<file path="src/rtl/branch_resolve_unit.sv">
// -----------------------------------------------------------------------------
// branch_resolve_unit
//
// Carries each fetched instruction's direction prediction down a DEPTH-entry
// shift register until it reaches the execute slot (entry DEPTH-1). When the
// execute slot holds a conditional branch or jump, the prediction is compared
// with the resolved outcome and a one-cycle branch history table update is
// issued. On a wrong prediction a one-cycle mispredict pulse with the correct
// next PC is issued and every younger tracked entry is killed.
//
// Ports
//   clk, arst_n          clock, asynchronous active-low reset
//   en                   pipeline advance (0 = stall, hold state, no pulses)
//   flush                external kill, clears all tracked entries
//   if_valid/pc/prediction  fetch-side entry loaded on each advance
//   ex_is_branch/taken/jump/target  execute-side resolution inputs
//   bht_en/write_addr/was_taken/jumped  registered BHT update (one-cycle strobe)
//   mispredict, redirect_pc  registered redirect pulse and correct next PC
//   branch_count, mispredict_count  saturating statistics counters
// -----------------------------------------------------------------------------
module branch_resolve_unit #(
    parameter int PC_W  = 64,
    parameter int LOWER = 5,
    parameter int DEPTH = 2,
    parameter int CNT_W = 16
) (
    input  logic             clk,
    input  logic             arst_n,
    input  logic             en,
    input  logic             flush,
    input  logic             if_valid,
    input  logic [PC_W-1:0]  if_pc,
    input  logic             if_prediction,
    input  logic             ex_is_branch,
    input  logic             ex_taken,
    input  logic             ex_jump,
    input  logic [PC_W-1:0]  ex_target,
    output logic             bht_en,
    output logic [LOWER-1:0] bht_write_addr,
    output logic             bht_was_taken,
    output logic             bht_jumped,
    output logic             mispredict,
    output logic [PC_W-1:0]  redirect_pc,
    output logic [CNT_W-1:0] branch_count,
    output logic [CNT_W-1:0] mispredict_count
);

    localparam int EX = DEPTH - 1;

    // Tracked entries: valid bits are reset, payload is not.
    logic [DEPTH-1:0] valid_q, valid_d;
    logic [PC_W-1:0]  pc_q [DEPTH];
    logic [DEPTH-1:0] pred_q;

    logic             resolve;
    logic             actual;
    logic             mis;
    logic [PC_W-1:0]  ex_pc;
    logic [PC_W-1:0]  redirect_d;

    logic             bht_en_q;
    logic [LOWER-1:0] bht_addr_q;
    logic             bht_taken_q;
    logic             bht_jump_q;
    logic             mis_q;
    logic [PC_W-1:0]  redirect_q;
    logic [CNT_W-1:0] branch_cnt_q, branch_cnt_d;
    logic [CNT_W-1:0] mis_cnt_q, mis_cnt_d;

    assign ex_pc      = pc_q[EX];
    assign actual     = ex_taken | ex_jump;
    // flush wins over resolution; a stalled slot is re-evaluated when en returns.
    assign resolve    = en & ~flush & valid_q[EX] & (ex_is_branch | ex_jump);
    assign mis        = resolve & (actual != pred_q[EX]);
    assign redirect_d = actual ? ex_target : ex_pc + PC_W'(4);

    // NOTE: every variable written in always_comb gets a default first, so no
    // path leaves it unassigned and no latch is inferred.
    always_comb begin
        valid_d = valid_q;
        if (flush || mis) begin
            // On a mispredict the resolved entry shifts out and everything
            // that would shift in behind it is wrong-path, so all go invalid.
            valid_d = '0;
        end else if (en) begin
            valid_d[0] = if_valid;
            for (int k = 1; k < DEPTH; k++) begin
                valid_d[k] = valid_q[k-1];
            end
        end
    end

    always_comb begin
        branch_cnt_d = branch_cnt_q;
        mis_cnt_d    = mis_cnt_q;
        if (resolve && !(&branch_cnt_q)) begin
            branch_cnt_d = branch_cnt_q + CNT_W'(1);
        end
        if (mis && !(&mis_cnt_q)) begin
            mis_cnt_d = mis_cnt_q + CNT_W'(1);
        end
    end

    // NOTE: sequential state uses non-blocking assignments so every register
    // samples pre-edge values regardless of statement order.
    always_ff @(posedge clk or negedge arst_n) begin
        if (!arst_n) begin
            valid_q      <= '0;
            bht_en_q     <= 1'b0;
            bht_addr_q   <= '0;
            bht_taken_q  <= 1'b0;
            bht_jump_q   <= 1'b0;
            mis_q        <= 1'b0;
            redirect_q   <= '0;
            branch_cnt_q <= '0;
            mis_cnt_q    <= '0;
        end else begin
            valid_q      <= valid_d;
            bht_en_q     <= resolve;
            bht_addr_q   <= resolve ? ex_pc[LOWER+1:2] : '0;
            bht_taken_q  <= resolve & ex_taken;
            bht_jump_q   <= resolve & ex_jump;
            mis_q        <= mis;
            redirect_q   <= resolve ? redirect_d : '0;
            branch_cnt_q <= branch_cnt_d;
            mis_cnt_q    <= mis_cnt_d;
        end
    end

    // NOTE: the PC/prediction payload is not reset; it is only ever observed
    // behind a valid bit, which is reset.
    always_ff @(posedge clk) begin
        if (en) begin
            pc_q[0]   <= if_pc;
            pred_q[0] <= if_prediction;
            for (int k = 1; k < DEPTH; k++) begin
                pc_q[k]   <= pc_q[k-1];
                pred_q[k] <= pred_q[k-1];
            end
        end
    end

    assign bht_en           = bht_en_q;
    assign bht_write_addr   = bht_addr_q;
    assign bht_was_taken    = bht_taken_q;
    assign bht_jumped       = bht_jump_q;
    assign mispredict       = mis_q;
    assign redirect_pc      = redirect_q;
    assign branch_count     = branch_cnt_q;
    assign mispredict_count = mis_cnt_q;

endmodule

</file>
<file path="config.mk">
export PLATFORM = sky130hd
export DESIGN_NAME = branch_resolve_unit
export DESIGN_NICKNAME = d
export VERILOG_FILES = /design/src/rtl/branch_resolve_unit.sv
export SDC_FILE = /design/constraint.sdc
export NUM_CORES = 1
export LEC_CHECK = 0
export ABC_AREA = 1
export BUFFER_PORTS_ARGS = -buffer_cell sky130_fd_sc_hd__clkbuf_2
export CORE_MARGIN = 10
export CORE_UTILIZATION = 55
export CTS_BUF_LIST = sky130_fd_sc_hd__clkbuf_4 sky130_fd_sc_hd__clkbuf_8
export CTS_CLUSTER_SIZE = 12
export DETAILED_ROUTE_END_ITERATION = 6
export PLACE_DENSITY = 0.86
export REMOVE_ABC_BUFFERS = 1
export SLEW_MARGIN = 20
export SYNTH_ARGS = -nofsm -noshare
export SYNTH_HDL_FRONTEND = slang
export SYNTH_SLANG_ARGS = --single-unit
</file>
<file path="constraint.sdc">
create_clock -name clk -period 2.4 [get_ports clk]
set_clock_uncertainty 0.2 [all_clocks]
set_input_delay 0.6 -clock clk [delete_from_list [all_inputs] [get_ports clk]]
set_output_delay 0.6 -clock clk [all_outputs]
set_load 0.02 [all_outputs]
</file>
==> reports/summary.txt, run 1 <==
Startpoint of the lowest-slack register-to-register path: pc_q[0][67]
Clock latency of the later-clocked register in the worst-skew pair: 0.54 ns
Post-synth top area share: 36.1%
Total gr overflow: 0
Cell Pwr Density: 690 nW/um2
DIE AREA: 25600 um2
Detailed router's first-iteration violation count: 711
Largest net degree at the start of global routing: 134
Number of standard cells after synthesis: 1193
Initial Utilization: 55.7%
Period utilisation layout: 92.3%
# fillers: 1514
Net load switching power: 2.22 mW
Fraction of layout instances using a drive strength above 1: 22.7%
Post-synth top area cell: edfxtp_1
Capture point of the worst reg-to-reg path: redirect_pc[58]
Buffers inserted by post-CTS timing repair: 0
Sw frac: 24.3%
Sum Neg Setup Slack: 0 ns
Relative slew slack: 54.7%
Worst EP required: 2.63 ns
H-tree depth reported by CTS: 2
Leakage power: 6.54 nW
Run status: finished clean
Synthesized cell area: 10800 um2
Antenna violations before repair: 0
Total via count in the routed design: 9040
GRT Util Overall: 23.2%
Pwr Total: 9.14 mW
Post-synthesis register bit count: 237
Combinational fraction of design power: 8.4%
Final count of hold timing violations: 0
Die boundary height: 160 um
Post-detailed-routing wire length: 30500 um
Vias in the first global route: 9097
Min Hold Slack: 0.0397 ns
Worst-path clk slew: 0.06 ns
Post-synth cell types: 26
Average wire per cell in the routed design: 17.3 um
Total instance count after detailed placement: 1692
Worst Hold Launch: if_pc[45]
Post-synthesis area per instance: 9.06 um2
Part of the total power dissipated in the clock network: 39.6%
Yosys warns: 0
Detailed-route DRC error count: 0
Hold Crit Class: in -> reg
Most used cells in the layout excluding fill and tap cells: 288 x nand2_1, 244 x nor2_1, 239 x clkbuf_2
Via density per instance: 5.13
Most common cell after layout, fill and taps aside: nand2_1
Maximum capacitance violations: 0
Number of rows created at floorplan: 51
IO Pins: 242
Area of all placed cells without fillers: 13200 um2
Number of buffers added by the clock tree synthesis step: 39
Cell Int Power: 6.91 mW
Worst hold path stage count: 1
Final max-slew violation count: 0
Wire length of the first global-routing pass: 47800 um
Critical Path AT: 2.44 ns
Port bufs: 241
Fraction of power consumed by sequential logic: 52.0%
Antenna-violating nets left: 0
RSZ-0062 raised after global routing: no
Kind of critical path: reg -> reg
Register-to-register setup slack: 0.19 ns
Width of the die: 160 um
Top area cells in the synthesized netlist: edfxtp_1 36%, dfrtp_1 25%, nand2_1 10%
Number of non-filler instances in the completed layout: 1762
Placeable core region: 19400 um2
TritonCTS clock tree: built
Largest buffer count on any clock path: 3
Gpl congestion: 0.965
Initial DRT Pass Iterations: 5
Tmin final: 2.21 ns
# nets final: 1609
Worst-case vdd ir drop: 717 uV
Area post-placement: 12400 um2
Cell count of the worst reg-to-reg path: 10
Pin slew with the least headroom to its limit: 0.679 ns
Critical path peak fanout: 7
Post-synthesis sequential area ratio: 60.9%
Post-detail-place hpwl: 23300 um
Antenna diodes: 0
Number of clock sinks: 237
Startpoint type of the worst setup path: flop
Crit path capture type: flop
Setup violations, final: 0
Highest Clock Rate: 452 MHz
Root Driver: clkbuf_8
Layout Area Growth over Synthesis: 22.6%
Hold Path End: pc_q[0][45]
[what timing repair did]
item / in CTS / in global routing
hold endpoints to repair: 13 / 0
resized for setup: 0 / 3
setup endpoints to repair: 0 / 4
hold buffers: 1 / 0
[metrics by stage]
stage          util (%)  worst slack, ns
3_3_place_gp       64.0            0.236
2_1_floorplan         -           -0.577
5_1_grt            68.3           0.0270
4_1_cts            68.2            0.127
6_report           68.3            0.186
3_5_place_dp       64.0            0.143
[how the worst max path moves through the flow]
stage                            from             endpoint  slack [ns]
after global placement    pc_q[0][67]      redirect_pc[56]        0.24
after detailed placement  pc_q[0][67]      redirect_pc[56]        0.14
final                     pc_q[0][67]      redirect_pc[58]        0.19
after global routing      pc_q[0][67]      redirect_pc[58]        0.03
after CTS                 pc_q[0][67]      redirect_pc[56]        0.13
after floorplan               ex_jump  mispredict_count[6]       -0.58
[Yosys cell counts]
cell type / instances
nand2_1: 288
nand4_1: 15
buf_1: 4
nor2_1: 245
o21bai_1: 5
inv_1: 144
nor2_4: 4
a21oi_1: 19
clkbuf_1: 15
dfrtp_1: 107
nand3_1: 67
buf_2: 2
inv_2: 3
nor3_1: 18
ha_1: 3
xor2_1: 39
buf_6: 1
o21ai_1: 6
edfxtp_1: 130
nor2_2: 7
o21ai_0: 48
xnor2_1: 16
or2_0: 1
nand2_2: 3
nand3b_1: 2
or2_2: 1
[power groups by stage]
stage / Clock (mW) / Sequential [mW] / Combinational (mW)
after CTS: 3.68 / 4.75 / 0.770
after detailed placement: 0 / 4.82 / 0.760
after global routing: 3.90 / 4.77 / 0.849
after global placement: 0 / 4.81 / 0.741
final: 3.62 / 4.75 / 0.767
after floorplan: 0 / 4.83 / 0.306
[area by class of cell]
cell class	instances	area, um2	area share, %
clock inverter	12	114	0.860
clock buffer	57	697	5.26
inverter	147	552	4.17
sequential	237	6580	49.7
tap	265	332	2.50
timing repair buffer	257	1380	10.4
multi-input combinational	787	3590	27.1
[state kept, by name, summed over array words and instances (netlist names)]
signal,count
bht_write_addr,5
branch_count,16
mispredict_count,16
redirect_pc,64
valid_q,2
bht_jumped,1
bht_en,1
bht_was_taken,1
mispredict,1
pc_q,128
pred_q,2
[critical path, cell delays in order (launching register included)]
cell	delay (ns)
edfxtp_1	0.42
ha_2	0.26
nand2_1	0.14
nor2_4	0.18
nand2_2	0.12
nor2_4	0.25
nand2_2	0.12
o21ai_1	0.14
nand3_1	0.14
nand2_1	0.09
inv_1	0.04
[logic make-up (layout without fill, tap and decap cells)]
kind of cell	after synthesis	in the layout	synth area share, %
AND/OR/NAND/NOR	651	651	24.6
flip-flops	237	237	60.9
buffers and inverters	169	473	5.96
AO/OA/AOI/OAI	78	78	3.73
XOR/XNOR	55	55	4.46
adder cells (fa/ha/maj)	3	3	0.348
[metal layers]
metal  share of wire [%]  GRT usage [%]  wire length (um)  up-vias
met3                 8.4           5.86              2580       53
met1                  40           28.8             12200     4212
li1                    -              -                 -     4347
met5                   0              0                 0        -
met2                  49           39.3             15000      428
met4                 2.3           7.10               689        0
Power figures use the tool's default switching activity.
==> inputs of run 2 (changes only) <==
--- a/config.mk
+++ b/config.mk
@@ -7,6 +7,7 @@
 export LEC_CHECK = 0
 export ABC_AREA = 1
 export BUFFER_PORTS_ARGS = -buffer_cell sky130_fd_sc_hd__clkbuf_2
+export CORE_ASPECT_RATIO = 0.5
 export CORE_MARGIN = 10
 export CORE_UTILIZATION = 55
 export CTS_BUF_LIST = sky130_fd_sc_hd__clkbuf_4 sky130_fd_sc_hd__clkbuf_8
==> reports/summary.txt, run 2 (same netlist as run 1, synthesis figures left out) <==
Vias in the first global route: 8937 (was 9097)
Final count of hold timing violations: 0 (unchanged)
Post-detailed-routing wire length: 31500 um (was 30500 um)
Total gr overflow: 0 (unchanged)
TritonCTS clock tree: built (unchanged)
Number of non-filler instances in the completed layout: 1751 (was 1762)
Post-detail-place hpwl: 24000 um (was 23300 um)
Most common cell after layout, fill and taps aside: nand2_1 (unchanged)
Die boundary height: 119 um (was 160 um)
Largest net degree at the start of global routing: 134 (unchanged)
Run status: finished clean (unchanged)
Largest buffer count on any clock path: 3 (unchanged)
Pwr Total: 8.72 mW (was 9.14 mW)
Largest Register: pc_q (unchanged)
Crit path capture type: flop (unchanged)
Clock latency of the later-clocked register in the worst-skew pair: 0.54 ns (about the same)
Initial Utilization: 55.8% (was 55.7%)
Width of the die: 218 um (was 160 um)
Relative slew slack: 53.3% (was 54.7%)
Hold buffers post-CTS: 1 (unchanged)
Slack of the critical path: 0.208 ns (was 0.186 ns)
Number of clock sinks: 237 (unchanged)
Initial DRT Pass Iterations: 6 (was 5)
Placeable core region: 19400 um2 (about the same)
Critical Path AT: 2.43 ns (was 2.44 ns)
Tmin final: 2.19 ns (was 2.21 ns)
Layout Area Growth over Synthesis: 21.1% (was 22.6%)
# fillers: 1530 (was 1514)
RSZ-0062 raised after global routing: no (unchanged)
Hold Crit Class: in -> reg (unchanged)
Number of resized instances in the post-cts repair step: 0 (unchanged)
Gpl congestion: 0.985 (was 0.965)
Root Driver: clkbuf_8 (unchanged)
Antenna-violating nets left: 0 (unchanged)
Kind of critical path: reg -> reg (unchanged)
Startpoint type of the worst setup path: flop (unchanged)
Worst EP required: 2.64 ns (was 2.63 ns)
Antenna diodes: 0 (unchanged)
# nets final: 1602 (was 1609)
Fin util: 67.5% (was 68.3%)
Average wire per cell in the routed design: 18.0 um (was 17.3 um)
Total via count in the routed design: 9092 (was 9040)
Worst-path clk slew: 0.07 ns (was 0.06 ns)
Setup violations, final: 0 (unchanged)
Total instance count after detailed placement: 1691 (was 1692)
Highest Clock Rate: 456 MHz (was 452 MHz)
Number of buffers added by the clock tree synthesis step: 34 (was 39)
Pin slew with the least headroom to its limit: 0.701 ns (was 0.679 ns)
GRT Util Overall: 23.8% (was 23.2%)
Maximum capacitance violations: 0 (unchanged)
Detailed-route DRC error count: 0 (unchanged)
Worst setup path startpoint: pc_q[0][67] (unchanged)
Critical path peak fanout: 5 (was 7)
Cell Pwr Density: 666 nW/um2 (was 690 nW/um2)
Buffers inserted by post-CTS timing repair: 0 (unchanged)
Max FFs per register: 128 (unchanged)
Leakage power: 6.48 nW (was 6.54 nW)
DIE AREA: 26000 um2 (was 25600 um2)
Sum Neg Setup Slack: 0 ns (unchanged)
Worst-case vdd ir drop: 560 uV (was 717 uV)
H-tree depth reported by CTS: 2 (unchanged)
Number of rows created at floorplan: 36 (was 51)
Dpl ws: 0.258 ns (was 0.143 ns)
Final max-slew violation count: 0 (unchanged)
IO Pins: 242 (unchanged)
Via density per instance: 5.19 (was 5.13)
Wire length of the first global-routing pass: 49000 um (was 47800 um)
Most used cells in the layout excluding fill and tap cells: 288 x nand2_1, 245 x nor2_1, 239 x clkbuf_2 (was 288 x nand2_1, 244 x nor2_1, 239 x clkbuf_2)
Period utilisation layout: 91.3% (was 92.3%)
Antenna violations before repair: 0 (unchanged)
Port bufs: 241 (unchanged)
Detailed router's first-iteration violation count: 1003 (was 711)
Worst Hold Launch: if_pc[21] (was if_pc[45])
Fraction of layout instances using a drive strength above 1: 22.2% (was 22.7%)
Startpoint of the lowest-slack register-to-register path: pc_q[0][67] (unchanged)
-- run 2: cell count changes in the layout (fill, tap and decap cells not counted), moves of 2 or more --
| cell | before | now |
|---|---|---|
| bufinv_16 | 2 | 0 |
| clkinvlp_4 | 4 | 0 |
| clkinv_1 | 5 | 2 |
| buf_4 | 13 | 11 |
| clkbuf_8 | 43 | 39 |
| clkinv_2 | 1 | 4 |
-- run 2: stage by stage --
step                      hold WS [ns]  instance area, um2
after CTS                       0.0210               13100
after global routing            0.0110               13100
final                           0.0379               13100
after global placement           0.203               12400
after detailed placement         0.205               12400
after floorplan                  0.104               10700
-- run 2: final timing paths --
path	endpoint	cells past startpoint	slack [ns]
min in group asynchronous	branch_count[4]	2	0.37
min	pc_q[0][21]	1	0.04
max reg2reg	redirect_pc[40]	9	0.21
max in group asynchronous	redirect_pc[32]	3	1.05
min reg2reg	pc_q[0][123]	0	0.21
max	redirect_pc[40]	9	0.21
-- run 2: critical path, cell delays in order, from the launching register on --
cell and delay (ns):
edfxtp_1 0.40, ha_1 0.23, nand2_1 0.14, nor2_1 0.12, nand2_1 0.11, nor2_2 0.39, nand2_1 0.17, o21bai_1 0.16
nand2_1 0.06, a21oi_1 0.13
-- run 2: cell type report --
cell class / instances / area (um2) / area share, %
clock buffer: 53 / 642 / 4.91
clock inverter: 6 / 27.5 / 0.210
timing repair buffer: 255 / 1370 / 10.5
sequential: 237 / 6580 / 50.3
tap: 266 / 333 / 2.54
multi-input combinational: 787 / 3580 / 27.3
inverter: 147 / 552 / 4.22
-- run 2: power by group --
part           switching [mW]  internal, mW  leakage (nW)
clock                    1.50          1.70         0.364
sequential              0.204          4.56          2.72
combinational           0.484         0.266          3.40
total                    2.19          6.53          6.48
-- run 2: layer usage --
metal	global-route usage, %	vias up	share of wire, %
li1	-	4330	-
met1	32.1	4321	42
met2	38.3	385	48
met5	0	-	0
met4	6.51	0	2.1
met3	5.10	56	8.0
